<file path="src/rtl/sim_event_monitor.sv">
`default_nettype none
// ============================================================================
//  Module   : sim_event_monitor
//  Purpose  : Host-side monitor for simulation-control requests raised by a
//             synthesised DUT. Owns the DUT run-enable and cycle counter,
//             captures stop/finish requests into a one-entry event register
//             drained by the host over valid/ready, pauses on stop, resumes
//             on host command and halts for good after a drain period on
//             finish.
//  Revision : 1.0 - initial release
// ============================================================================
module sim_event_monitor #(
    parameter int CYCLE_W      = 32,
    parameter int CODE_W       = 8,
    parameter int DRAIN_CYCLES = 2
) (
    input  logic               clk,
    input  logic               rst_n,
    input  logic               finish_req,
    input  logic               stop_req,
    input  logic [CODE_W-1:0]  req_code,
    input  logic               resume,
    output logic               run_en,
    output logic [CYCLE_W-1:0] cycle_count,
    output logic               evt_valid,
    input  logic               evt_ready,
    output logic [1:0]         evt_type,
    output logic [CODE_W-1:0]  evt_code,
    output logic [CYCLE_W-1:0] evt_cycle,
    output logic               finished,
    output logic               overflow
);

    // Drain counter must hold DRAIN_CYCLES; keep at least one bit when it is 0.
    localparam int c_DRAIN_W = (DRAIN_CYCLES > 0) ? $clog2(DRAIN_CYCLES + 1) : 1;
    localparam logic [c_DRAIN_W-1:0] c_DRAIN_LOAD = c_DRAIN_W'(DRAIN_CYCLES);
    localparam logic [c_DRAIN_W-1:0] c_DRAIN_ONE  = c_DRAIN_W'(1);

    localparam logic [1:0] c_ST_RUN      = 2'd0;
    localparam logic [1:0] c_ST_STOPPED  = 2'd1;
    localparam logic [1:0] c_ST_DRAIN    = 2'd2;
    localparam logic [1:0] c_ST_FINISHED = 2'd3;

    localparam logic [1:0] c_EVT_NONE   = 2'b00;
    localparam logic [1:0] c_EVT_STOP   = 2'b01;
    localparam logic [1:0] c_EVT_FINISH = 2'b10;

    logic [1:0]           r_state;
    logic [c_DRAIN_W-1:0] r_drain_cnt;
    logic                 r_finish_prev;
    logic                 r_stop_prev;
    logic                 r_run_en;
    logic                 r_finished;
    logic [CYCLE_W-1:0]   r_cycle_count;
    logic                 r_evt_valid;
    logic [1:0]           r_evt_type;
    logic [CODE_W-1:0]    r_evt_code;
    logic [CYCLE_W-1:0]   r_evt_cycle;
    logic                 r_overflow;

    logic                 w_finish_edge;
    logic                 w_stop_edge;
    logic                 w_pop;
    logic                 w_capture;
    logic [1:0]           w_cap_type;

    // Edge detection and capture decision; only RUN accepts requests, finish beats stop.
    always_comb begin
        w_finish_edge = finish_req & ~r_finish_prev;
        w_stop_edge   = stop_req & ~r_stop_prev;
        w_pop         = r_evt_valid & evt_ready;
        w_capture     = 1'b0;
        w_cap_type    = c_EVT_NONE;
        if (r_state == c_ST_RUN) begin
            if (w_finish_edge) begin
                w_capture  = 1'b1;
                w_cap_type = c_EVT_FINISH;
            end else if (w_stop_edge) begin
                w_capture  = 1'b1;
                w_cap_type = c_EVT_STOP;
            end
        end
    end

    // Previous-cycle request copies track every cycle so a held level never retriggers.
    always_ff @(posedge clk or negedge rst_n) begin
        if (!rst_n) begin
            r_finish_prev <= 1'b0;
            r_stop_prev   <= 1'b0;
        end else begin
            r_finish_prev <= finish_req;
            r_stop_prev   <= stop_req;
        end
    end

    // Free-running DUT cycle counter, advancing only while the DUT is enabled.
    always_ff @(posedge clk or negedge rst_n) begin
        if (!rst_n) begin
            r_cycle_count <= '0;
        end else if (r_run_en) begin
            r_cycle_count <= r_cycle_count + CYCLE_W'(1);
        end
    end

    // Control state machine with registered run-enable and finished flags.
    always_ff @(posedge clk or negedge rst_n) begin
        if (!rst_n) begin
            r_state     <= c_ST_RUN;
            r_drain_cnt <= '0;
            r_run_en    <= 1'b1;
            r_finished  <= 1'b0;
        end else begin
            case (r_state)
                c_ST_RUN: begin
                    if (w_finish_edge) begin
                        if (DRAIN_CYCLES == 0) begin
                            r_state    <= c_ST_FINISHED;
                            r_run_en   <= 1'b0;
                            r_finished <= 1'b1;
                        end else begin
                            r_state     <= c_ST_DRAIN;
                            r_drain_cnt <= c_DRAIN_LOAD;
                        end
                    end else if (w_stop_edge) begin
                        r_state  <= c_ST_STOPPED;
                        r_run_en <= 1'b0;
                    end
                end
                c_ST_STOPPED: begin
                    if (resume) begin
                        r_state  <= c_ST_RUN;
                        r_run_en <= 1'b1;
                    end
                end
                c_ST_DRAIN: begin
                    // The cycle that sees the count at one is the last enabled cycle.
                    if (r_drain_cnt <= c_DRAIN_ONE) begin
                        r_state     <= c_ST_FINISHED;
                        r_run_en    <= 1'b0;
                        r_finished  <= 1'b1;
                        r_drain_cnt <= '0;
                    end else begin
                        r_drain_cnt <= r_drain_cnt - c_DRAIN_ONE;
                    end
                end
                c_ST_FINISHED: begin
                    r_run_en   <= 1'b0;
                    r_finished <= 1'b1;
                end
                default: begin
                    r_state <= c_ST_FINISHED;
                end
            endcase
        end
    end

    // One-entry event register: load when empty or popping, otherwise drop and flag.
    always_ff @(posedge clk or negedge rst_n) begin
        if (!rst_n) begin
            r_evt_valid <= 1'b0;
            r_evt_type  <= c_EVT_NONE;
            r_evt_code  <= '0;
            r_evt_cycle <= '0;
            r_overflow  <= 1'b0;
        end else if (w_capture) begin
            if (!r_evt_valid || w_pop) begin
                r_evt_valid <= 1'b1;
                r_evt_type  <= w_cap_type;
                r_evt_code  <= req_code;
                r_evt_cycle <= r_cycle_count;
            end else begin
                r_overflow <= 1'b1;
            end
        end else if (w_pop) begin
            r_evt_valid <= 1'b0;
            r_evt_type  <= c_EVT_NONE;
        end
    end

    assign run_en      = r_run_en;
    assign cycle_count = r_cycle_count;
    assign evt_valid   = r_evt_valid;
    assign evt_type    = r_evt_type;
    assign evt_code    = r_evt_code;
    assign evt_cycle   = r_evt_cycle;
    assign finished    = r_finished;
    assign overflow    = r_overflow;

endmodule
`default_nettype wire

</file>
<file path="config.mk">
export PLATFORM = sky130hd
export DESIGN_NAME = sim_event_monitor
export DESIGN_NICKNAME = d
export VERILOG_FILES = /design/src/rtl/sim_event_monitor.sv
export SDC_FILE = /design/constraint.sdc
export NUM_CORES = 1
export LEC_CHECK = 0
export BUFFER_PORTS_ARGS = -buffer_cell sky130_fd_sc_hd__buf_4
export CORE_AREA = 2 2 61 120
export CTS_CLUSTER_DIAMETER = 50
export DETAILED_ROUTE_END_ITERATION = 10
export DIE_AREA = 0 0 63 122
export PLACE_DENSITY = 0.81
export SYNTH_ARGS = -nofsm -noshare
export SYNTH_HDL_FRONTEND = slang
export SYNTH_SLANG_ARGS = --single-unit
</file>
<file path="constraint.sdc">
create_clock -name clk -period 4.8 [get_ports clk]
set_clock_uncertainty 0.15 [all_clocks]
set_input_delay 0.96 -clock clk [delete_from_list [all_inputs] [get_ports clk]]
set_output_delay 0.96 -clock clk [all_outputs]
set_load 0.1 [all_outputs]
</file>
== Word-level counts from Yosys, hierarchy flattened ==
Index checks and enable logic that the tools add are counted.

* Add/subtract/negate cells: 2
* $mul: 0
* Div/mod/pow operators: 0
* Magnitude comparators: 1
* Eq/ne operators: 10
* Shifts and indexed selects: 0
* Mux-type cells: 27
* Bitwise logic cells: 6
* Reductions and logical operators: 14

{| class="wikitable"
|+ Operators by type and width
! kind !! number
|-
| 32-bit by 1-bit adder with 32-bit output, second input constant || 1
|-
| 2-bit two-way mux || 11
|-
| 1-bit two-way mux || 12
|-
| 2-bit != test, second input constant || 5
|-
| 2-bit AND reduction || 5
|-
| 4-bit AND reduction || 2
|-
| 2-bit case mux with 3 select lines || 1
|-
| 2-bit nonzero test || 3
|-
| 2-bit == test, second input constant || 2
|-
| 1-bit case mux with 4 select lines || 1
|-
| 2-bit case mux with 2 select lines || 1
|-
| 1-bit AND || 3
|-
| 3-bit != test, second input constant || 1
|-
| 1-bit inverter || 3
|-
| 3-bit nonzero test || 1
|-
| 2-bit by 1-bit == test with 1-bit output, second input constant || 1
|-
| 2-bit by 1-bit <= comparator with 1-bit output, second input constant || 1
|-
| 2-bit logical NOT || 1
|-
| 2-bit by 1-bit != test with 1-bit output, second input constant || 1
|-
| 1-bit case mux with 2 select lines || 1
|-
| 2-bit by 1-bit subtractor with 2-bit output, second input constant || 1
|-
| 1-bit logical NOT || 1
|-
| 1-bit logical OR || 1
|}

* Register bits: 84
* Latch bits: 0
* Bits in writable memories: 0
* ROM bits: 0
* Bits of input ports: 14
* Output and inout port bits: 78
* Logic and storage cells: 72
* Memories: 0

== Logic depth before layout (Yosys ltp) ==
* Depth in word-level cells: 7
* Gate-level depth with buffers: 7
* Mapped depth without buffers: 6

== Worst setup path after synthesis ==
OpenSTA, ideal clock, no wires.

* Path type: register -> register
* Start point: register r_cycle_count[0] (netlist: cycle_count[0])
* End point: register r_cycle_count[18] (netlist: cycle_count[18])
* Data arrival time: 2112 ps
* Data required time: 4490 ps
* Setup slack: 2378 ps
* Cell stages (with the launch flop): 7
* Clock period less this slack: 2422 ps
* Cell sequence: dfrtp_1 ha_1 inv_1 nor4_4 buf_6 nand4_1 xnor2_1

* Longest elaborated chain between the ends: 1

{| class="wikitable"
|+ RTL lines
! what !! RTL line !! text
|-
| start, declared || 54 || <nowiki>logic [CYCLE_W-1:0] r_cycle_count;</nowiki>
|-
| start signal, assigned || 101 || <nowiki>r_cycle_count <= r_cycle_count + CYCLE_W'(1);</nowiki>
|-
| 32-bit by 1-bit adder with 32-bit output || 101 ||
|}

No other way between the ends.
A chain may end at the register's enable or synchronous reset.

== Worst setup path in the final report ==
* Start point: register r_run_en (netlist: run_en)
* End point: output run_en

{| class="wikitable"
|+ RTL lines
! what !! RTL line !! text
|-
| start, declared || 52 || <nowiki>logic r_run_en;</nowiki>
|-
| start signal, assigned || 110 || <nowiki>r_run_en <= 1'b1;</nowiki>
|-
| start signal, assigned || 118 || <nowiki>r_run_en <= 1'b0;</nowiki>
|-
| start signal, assigned || 126 || <nowiki>r_run_en <= 1'b0;</nowiki>
|-
| end, declared || 23 || <nowiki>output logic run_en,</nowiki>
|}

No word-level cell between the ends.

==> metrics.txt <==
status=complete, no violations; Pre-antenna DRT Iters=5; # IOs=between 90 and 100; Power, Total=approximately 0.0029 W; hpwl dp=about 4800 um; area used by multi-input combinational logic=between 0.001 and 0.0015 mm^2; worst-path fanout max=8; Starting Density=52.59%; critical path's top delay family=flip-flops; most frequent cells in the layout=91 x buf_4, 83 x dfrtp_1, 34 x mux2_2, 25 x xnor2_1, 17 x nand2_1; die height=roughly 120 um; clock buffer depth=2; post-synthesis cell type count=35; P_sw=approximately 0.0013 W; vias in the first global route=around 2,400; Antenna Nets Post-Route=0; Seq cells post-synth=84; Detailed Route Iter0 Violations=101; Core ar.=0.006833 mm^2; routed vias/inst=about 5.4; total track usage=about a fifth; HP Class=reg2reg; worst rel slew slack=roughly 32%; Power Density=roughly 620 mW/mm^2; Wirelength per Cell=~15 um; post-route insts no fill=between 400 and 500; Worst EP arrival=around 1.3 ns; total number of vias=approximately 2,400; Ys Warns=0; placed insts=between 400 and 500; DRC viols=0; CP endpoint kind=primary output; register area=between 0.002 and 0.0025 mm^2; max-slew violations=0; Max-Cap Viols=0; Clock power frac=a little over a fifth; slack of the critical path=about 2.4 ns; Synth Net Count=289; min Tclk post-route=between 2 and 2.5 ns; Post-Syn Area=about 0.0036 mm^2; RSZ-0062 raised after global routing=false; number of hold buffers added after cts=0; Crit-path slowest cell=dfstp_2; final setup fails=0; Setup CP Type=reg2out; WP buf/inv=1; most common cell after layout, fill and taps aside=buf_4; Syn-to-layout area delta=27.82%; gr ovfl total=0; clk slew on worst S/H paths=~0.050 ns; std cell rows=43; diode count=0; register area share after synthesis=58.53%; Setup TNS Final=0 ns; die width=around 63 um; peak supply drop=approximately 0.74 mV; H-tree depth=3; CTS tree=yes; fin nets=380; leak pwr=approximately 2.3 nW; fin crit share=between 40% and 50%; switching share of power=46.94%; WP data required=roughly 3.7 ns; type of origin of the critical path=flip-flop; Num Clock Sinks=84; Int Power=around 0.0015 W; combinational group share of total power=45.0%; sequential power share=between 30% and 40%; first-pass GRT wire length=between 10,000 and 15,000 um; Placer Congestion=roughly 0.73; Final Hold Viols=0; I/O Buffers=~90; Fillers=around 500; max incr delay on CP=about 0.63 ns; number of buffers created by CTS=9; initial antenna violation count=0; crit-path cells=buf_4; Worst-Skew Late Latency=roughly 0.33 ns; share of cells above drive strength 1=39.56%; Mapped Cells=between 200 and 300; total setup buffers inserted after CTS=0; f_max=approximately 0.42 GHz; largest net degree at the start of global routing=85; CTS resizes=0; die area=0.007686 mm^2; worst-margin pin slew=1.013 ns; clk root buf=clkbuf_16; pre-CTS setup slack=between 2 and 2.5 ns; Syn Area/Cell=approximately 13 um^2; WL final=6842 um
==> cell usage after synthesis (all sizes together) <==
| cell type | instances | share of area (%) |
|---|---|---|
| a21bo | 1 | 0.28 |
| a21oi | 3 | 0.42 |
| a22o | 1 | 0.24 |
| a311o | 1 | 0.28 |
| and2 | 4 | 0.70 |
| and3 | 5 | 0.87 |
| and4 | 5 | 1.2 |
| buf | 10 | 1.7 |
| clkbuf | 1 | 0.10 |
| dfrtp | 83 | 58 |
| dfstp | 1 | 0.73 |
| ha | 6 | 2.1 |
| inv | 7 | 0.73 |
| mux2 | 43 | 13 |
| mux2i | 2 | 0.56 |
| nand2 | 17 | 1.8 |
| nand2b | 5 | 1.1 |
| nand3 | 7 | 0.97 |
| nand4 | 14 | 2.9 |
| nand4b | 2 | 0.49 |
| nor2 | 2 | 0.21 |
| nor2b | 3 | 0.52 |
| nor3 | 2 | 0.28 |
| nor4 | 2 | 1.2 |
| o21ai | 7 | 0.97 |
| o21bai | 1 | 0.21 |
| o221ai | 1 | 0.24 |
| o22ai | 1 | 0.17 |
| o2bb2ai | 1 | 0.24 |
| xnor2 | 25 | 6.1 |
| xor2 | 6 | 1.5 |
==> state kept, by name, summed over array words and instances (netlist names) <==
signal,count
cycle_count,32
evt_cycle,32
evt_code,8
evt_type,2
r_drain_cnt,2
r_state,2
evt_valid,1
finished,1
overflow,1
r_finish_prev,1
r_stop_prev,1
run_en,1
==> cell families (layout without fill, tap and decap cells) <==
kind of cell	count (synthesis)	count (layout)	share of synthesized area, %
flip-flops	84	84	58.53
AND/OR/NAND/NOR	68	68	12.15
multiplexers	45	45	14.03
XOR/XNOR	31	31	7.556
buffers and inverters	18	113	2.577
AO/OA/AOI/OAI	17	17	3.064
adder cells (fa/ha/maj)	6	6	2.089
==> area by class of cell <==
class / count / area share [%]
Timing Repair Buffer: 91 / 14.87
Clock inverter: 2 / 0.2179
Inverter: 7 / 0.5721
Sequential cell: 84 / 45.79
Tap cell: 90 / 2.452
Clock buffer: 13 / 5.666
Multi-Input combinational cell: 167 / 30.43
==> metrics by stage <==
step | area (um^2) | utilization [%] | hold slack (ns)
2_1_floorplan | 3593 | - | 0.3505
3_3_place_gp | 4323 | 63.27 | 0.3164
3_5_place_dp | 4323 | 63.27 | 0.3168
4_1_cts | 4593 | 67.22 | 0.3348
5_1_grt | 4593 | 67.22 | 0.3535
6_report | 4593 | 67.22 | 0.3269
==> power groups by stage <==
stage | clock (W) | sequential, W | combinational, W
floorplan | 0 | 0.00167 | 0.000313
global placement | 0 | 0.000950 | 0.00127
detailed placement | 0 | 0.000961 | 0.00129
CTS | 0.000639 | 0.000952 | 0.00130
global route | 0.000668 | 0.000971 | 0.00135
finish | 0.000623 | 0.000951 | 0.00129
==> routing by layer <==
layer / global-route usage [%] / share of wire, %
met1: 26.14 / 43
met2: 30.12 / 48
met3: 6.002 / 7.1
met4: 7.778 / 1.8
met5: 0 / 0
==> final timing paths <==
kind / endpoint / startpoint / slack, ns / depth (start not counted)
setup / recovery: run_en / run_en$_DFFE_PN1P_ / 2.41 / 1
hold / removal: finished$_DFFE_PN0P_ / finished$_DFFE_PN0P_ / 0.33 / 1
setup reg to reg: evt_cycle[1]$_DFFE_PN0P_ / r_state[0]$_DFFE_PN0P_ / 2.55 / 5
hold reg to reg: finished$_DFFE_PN0P_ / finished$_DFFE_PN0P_ / 0.33 / 1
max in group asynchronous: evt_cycle[17]$_DFFE_PN0P_ / rst_n / 3.19 / 1
min in group asynchronous: cycle_count[1]$_DFFE_PN0P_ / rst_n / 0.66 / 1
No activity file was read; power rests on OpenSTA's default activity.
